`config.mk`:
```
export PLATFORM = sky130hd
export DESIGN_NAME = instr_encoder
export DESIGN_NICKNAME = d
export VERILOG_FILES = /design/src/rtl/instr_encoder.sv
export SDC_FILE = /design/constraint.sdc
export NUM_CORES = 1
export LEC_CHECK = 0
export BUFFER_PORTS_ARGS = -buffer_cell sky130_fd_sc_hd__buf_2
export CAP_MARGIN = 10
export CORE_ASPECT_RATIO = 1.5
export CORE_MARGIN = 2
export CORE_UTILIZATION = 45
export CTS_CLUSTER_DIAMETER = 40
export DETAILED_ROUTE_END_ITERATION = 10
export PLACE_DENSITY = 0.68
export SETUP_SLACK_MARGIN = 0.02
export SKIP_LAST_GASP = 1
export SLEW_MARGIN = 20
export SYNTH_ARGS = -nofsm -noshare
export SYNTH_HDL_FRONTEND = slang
export SYNTH_SLANG_ARGS = --single-unit
export TNS_END_PERCENT = 5
```
`constraint.sdc`:
```
create_clock -name clk -period 2.6 [get_ports clk]
set_input_delay 0.39 -clock clk [delete_from_list [all_inputs] [get_ports clk]]
set_output_delay 0.39 -clock clk [all_outputs]
set_load 0.05 [all_outputs]
```
`src/rtl/instr_encoder.sv`:
```
// Program-load encoder: turns field-level instruction requests into 32-bit
// ARM-style words and streams them through a 4-deep FIFO into instruction memory.
module instr_encoder (
  input  logic        clk,
  input  logic        reset,
  input  logic        start,
  input  logic        last,
  input  logic        req_valid,
  output logic        req_ready,
  input  logic [1:0]  req_kind,
  input  logic [3:0]  req_cond,
  input  logic [3:0]  req_cmd,
  input  logic        req_s,
  input  logic        req_useimm,
  input  logic [3:0]  req_rn,
  input  logic [3:0]  req_rd,
  input  logic [3:0]  req_rm,
  input  logic [23:0] req_imm,
  output logic        imem_we,
  output logic [7:0]  imem_addr,
  output logic [31:0] imem_wdata,
  input  logic        imem_ready,
  output logic        busy,
  output logic        done,
  output logic        overflow,
  output logic [6:0]  word_count
);

  typedef enum logic [1:0] {
    S_IDLE  = 2'd0,
    S_RUN   = 2'd1,
    S_DRAIN = 2'd2,
    S_DONE  = 2'd3
  } state_t;

  localparam logic [1:0] KIND_DP  = 2'b00;
  localparam logic [1:0] KIND_LDR = 2'b01;
  localparam logic [1:0] KIND_STR = 2'b10;

  state_t      state;
  logic [31:0] fifo_mem [4];
  logic [1:0]  wr_ptr;
  logic [1:0]  rd_ptr;
  logic [2:0]  fifo_cnt;
  logic [5:0]  word_idx;
  logic [6:0]  acc_count;
  logic [31:0] enc_word;
  logic        s_eff;
  logic        fifo_full;
  logic        fifo_empty;
  logic        active;
  logic        accept;
  logic        write_done;

  // Encoder: compare-class ALU ops always set the flags.
  always_comb begin
    enc_word = '0;
    s_eff    = req_s | (req_cmd == 4'b1010) | (req_cmd == 4'b1011);
    case (req_kind)
      KIND_DP:
        enc_word = {req_cond, 2'b00, req_useimm, req_cmd, s_eff, req_rn, req_rd,
                    req_useimm ? req_imm[11:0] : {8'h00, req_rm}};
      KIND_LDR:
        enc_word = {req_cond, 2'b01, 1'b0, 1'b1, 1'b1, 1'b0, 1'b0, 1'b1,
                    req_rn, req_rd, req_imm[11:0]};
      KIND_STR:
        enc_word = {req_cond, 2'b01, 1'b0, 1'b1, 1'b1, 1'b0, 1'b0, 1'b0,
                    req_rn, req_rd, req_imm[11:0]};
      default:
        enc_word = {req_cond, 3'b101, 1'b0, req_imm};
    endcase
  end

  assign fifo_full  = (fifo_cnt == 3'd4);
  assign fifo_empty = (fifo_cnt == 3'd0);
  assign active     = (state == S_RUN) || (state == S_DRAIN);

  // Ready is derived from registered occupancy only, so a full FIFO blocks
  // even when a pop happens in the same cycle.
  assign req_ready  = (state == S_RUN) && !fifo_full && !acc_count[6];
  assign accept     = req_valid && req_ready;

  assign imem_we    = active && !fifo_empty;
  assign write_done = imem_we && imem_ready;
  assign imem_addr  = {word_idx, 2'b00};
  assign imem_wdata = imem_we ? fifo_mem[rd_ptr] : '0;

  assign busy       = active;
  assign done       = (state == S_DONE);

  always_ff @(posedge clk) begin
    if (accept) begin
      fifo_mem[wr_ptr] <= enc_word;
    end
  end

  always_ff @(posedge clk) begin
    if (reset) begin
      state      <= S_IDLE;
      wr_ptr     <= '0;
      rd_ptr     <= '0;
      fifo_cnt   <= '0;
      word_idx   <= '0;
      word_count <= '0;
      overflow   <= 1'b0;
      acc_count  <= '0;
    end else begin
      if (accept) begin
        wr_ptr    <= wr_ptr + 2'd1;
        acc_count <= acc_count + 7'd1;
      end
      if (write_done) begin
        rd_ptr     <= rd_ptr + 2'd1;
        word_idx   <= word_idx + 6'd1;
        word_count <= word_count + 7'd1;
      end
      case ({accept, write_done})
        2'b10:   fifo_cnt <= fifo_cnt + 3'd1;
        2'b01:   fifo_cnt <= fifo_cnt - 3'd1;
        default: fifo_cnt <= fifo_cnt;
      endcase

      case (state)
        S_IDLE, S_DONE: begin
          if (start) begin
            state      <= S_RUN;
            word_idx   <= '0;
            word_count <= '0;
            overflow   <= 1'b0;
            acc_count  <= '0;
          end
        end
        S_RUN: begin
          // The 64th accepted request without last closes the load as overflow.
          if (accept && (last || (acc_count == 7'd63))) begin
            state    <= S_DRAIN;
            overflow <= !last;
          end
        end
        S_DRAIN: begin
          if (fifo_empty && !write_done) begin
            state <= S_DONE;
          end
        end
        default: state <= S_IDLE;
      endcase
    end
  end

endmodule

```
==> summary.txt <==
Worst vdd ir = 0.479 mV
Post-synthesis sequential area ratio = 65.9%
Post-route ant nets = 0
Tot Pwr = 7.27 mW
Root Driver = clkbuf_16
Non-Filler Instances = 769
TritonCTS clock tree = yes
Final instance area = 8260 sq um
# hold bufs at CTS = 0
PwrDens = 880 nW/um^2
RR Endpoint = fifo_cnt[2]
Total CTS buffers = 17
Post-synth top area share = 56.5%
Area leader, netlist = edfxtp_1
Initial DRC Count = 272
Status = completed
H-tree lvl count = 4
Synth warn = 0
Syn Area/Cell = 15.3 sq um
Layout fillers = 1236
Core ar. = 14900 sq um
R2R Path Start = state[1]
Placed cell areas = 7630 sq um
Vias per cell = 5.37
Gr ovfl total = 0
Storage cell area = 4490 sq um
Final Util = 55.3%
Die area = 16100 sq um
Setup TNS Final = 0 ns
Worst Hold Class = in -> reg
Fmax = 403 MHz
Die X = 104 microns
Drt total wl = 13600 microns
Ys async rst share = 0%
Clk slew on worst S/H paths = 0.07 ns
Crit. End Element = flip-flop
Main synth FF type = edfxtp_1
Largest net degree at the start of global routing = 37
First-pass GRT wire length = 22100 microns
RD Place Congestion = 0.769
Share of post-route cells with drive strength above 1 = 33.9%
Relative slew slack = 57.1%
Final slew viol count = 0
Hold Path End = fifo_mem[0][29]
# nets final = 627
Pre-CTS setup slack = 0.136 ns
FF+latch count, synth = 160
Post-layout min period = 2.48 ns
Initial antenna violation count = 0
Effective utilization at floorplan = 45.6%
Worst Path Required = 2.95 ns
WS Path Type = reg -> reg
Fin crit share = 95.5%
CP Max Fanout = 7
Detailed-route via count = 4128
Area contributors post-synth = edfxtp_1, mux4_2, dfxtp_1
Post-synth cell types = 50
Antenna Diode Count = 0
Leakage = 3.18 nW
Most common library cells after synthesis = edfxtp_1, and3_1, dfxtp_1, mux4_2, nor2_1
Hold Slack = 0.180 ns
Multi-input logic area = 2130 sq um
RSZ-0062 raised after global routing = yes
Top Ports = 106
Area delta synth->final = 21.4%
Clock Latency Late Sink = 0.42 ns
PnR worst setup slack = 0.116 ns
Vias in the first global route = 4270
Inst Count DP = 737
Buffers on Ports = 103
Reg2reg path depth = 11
Clk sink count = 160
Worst Tran Pin Value = 0.638 ns
WL/cell = 17.7 microns
Data arrival, critical path = 2.83 ns
GRT Resource Usage Total = 17.9%
Final hold vios = 0
Post-synth EDFFs = 128
Final setup fails = 0
DR DRC count = 0
Skew final = 0.0184 ns
Maxcap violations = 0
Cell Area, Synth = 6800 sq um
CTS Buffer Depth = 2
Count leader, synth = edfxtp_1
HPWL after detailed placement = 8940 microns
Die height = 155 microns
Drt pass-1 iters = 4
Row count = 55
Kind of start point of the critical path = flip-flop
Hold Path Stages = 1
Mapped Cells = 445
Hold_sp = req_cond[1]
Internal reg-to-reg setup slack = 0.12 ns
-- worst max-delay path, stage by stage (launching register included) --
cell,delay [ns]
dfxtp_1,0.36
inv_1,0.07
ha_1,0.23
and3b_1,0.22
and2_4,0.19
inv_4,0.09
ha_1,0.20
inv_1,0.07
fa_1,0.38
xor2_1,0.16
or3_1,0.32
a21oi_1,0.14
-- cells by family after synthesis --
family / after synthesis / synth area share, %
AND/OR/NAND/NOR: 123 / 9.90
flip-flops: 160 / 65.9
multiplexers: 35 / 11.0
XOR/XNOR: 16 / 2.06
adder cells (fa/ha/maj): 16 / 3.05
other: 1 / 0.0551
buffers and inverters: 44 / 2.91
AO/OA/AOI/OAI: 50 / 5.08
-- timing repair --
item / in CTS / in global routing
resized for setup: 0 / 2
buffers inserted: 0 / 0
endpoints found under the setup margin: 0 / 33
-- sequential cells by signal, summed over array words and instances (netlist names), named ones only --
name,flops
overflow,1
fifo_cnt,3
state,2
word_idx,6
wr_ptr,2
word_count,7
rd_ptr,2
fifo_mem,128
acc_count,7
-- worst max-delay path by stage --
stage,startpoint,end,slack [ns],depth (start not counted)
finish,state[1],fifo_cnt[2],0.12,11
global route,state[1],fifo_cnt[2],-0.02,11
CTS,flip-flop,imem_wdata[27],0.03,4
detailed placement,state[1],fifo_cnt[2],0.14,11
global placement,state[1],fifo_cnt[2],0.26,11
floorplan,state[0],imem_wdata[22],0.04,6
-- report_power, final --
group          switching [mW]  internal (mW)  leakage [nW]  total (mW)
logic                    1.20          0.559          1.45        1.76
registers              0.0725           2.94          1.43        3.01
clock network            1.11           1.39         0.297        2.50
total                    2.39           4.89          3.18        7.27
-- layout make-up --
type                    instances  share of cell area, %
multi-input cells             242                   25.8
inverters                      17                  0.803
flip-flops and latches        160                   54.4
clock inverters                15                   2.32
well taps                     199                   3.02
clock buffers                  17                   5.15
repair buffers                119                   8.50
-- per-layer routing --
layer,routed length (microns),track usage [%],vias to the layer above
met1,5120,20.2,2055
met5,0,0,-
li1,-,-,1937
met2,7650,33.0,126
met4,166,7.14,0
met3,642,3.41,10
-- placed cells by master (no fill, tap or decap), types with 6 or more instances in the layout --
cell type / n
buf_4: 10
o21ai_0: 7
dfxtp_1: 30
nand2_1: 17
nor2_1: 25
clkbuf_16: 17
a21oi_1: 15
ha_1: 15
and3_1: 33
inv_1: 14
and2_1: 9
nand4_1: 6
mux4_2: 32
xor2_1: 8
xnor2_1: 8
buf_2: 103
edfxtp_1: 128
a22o_1: 14
(Power assumes the default switching activity.)
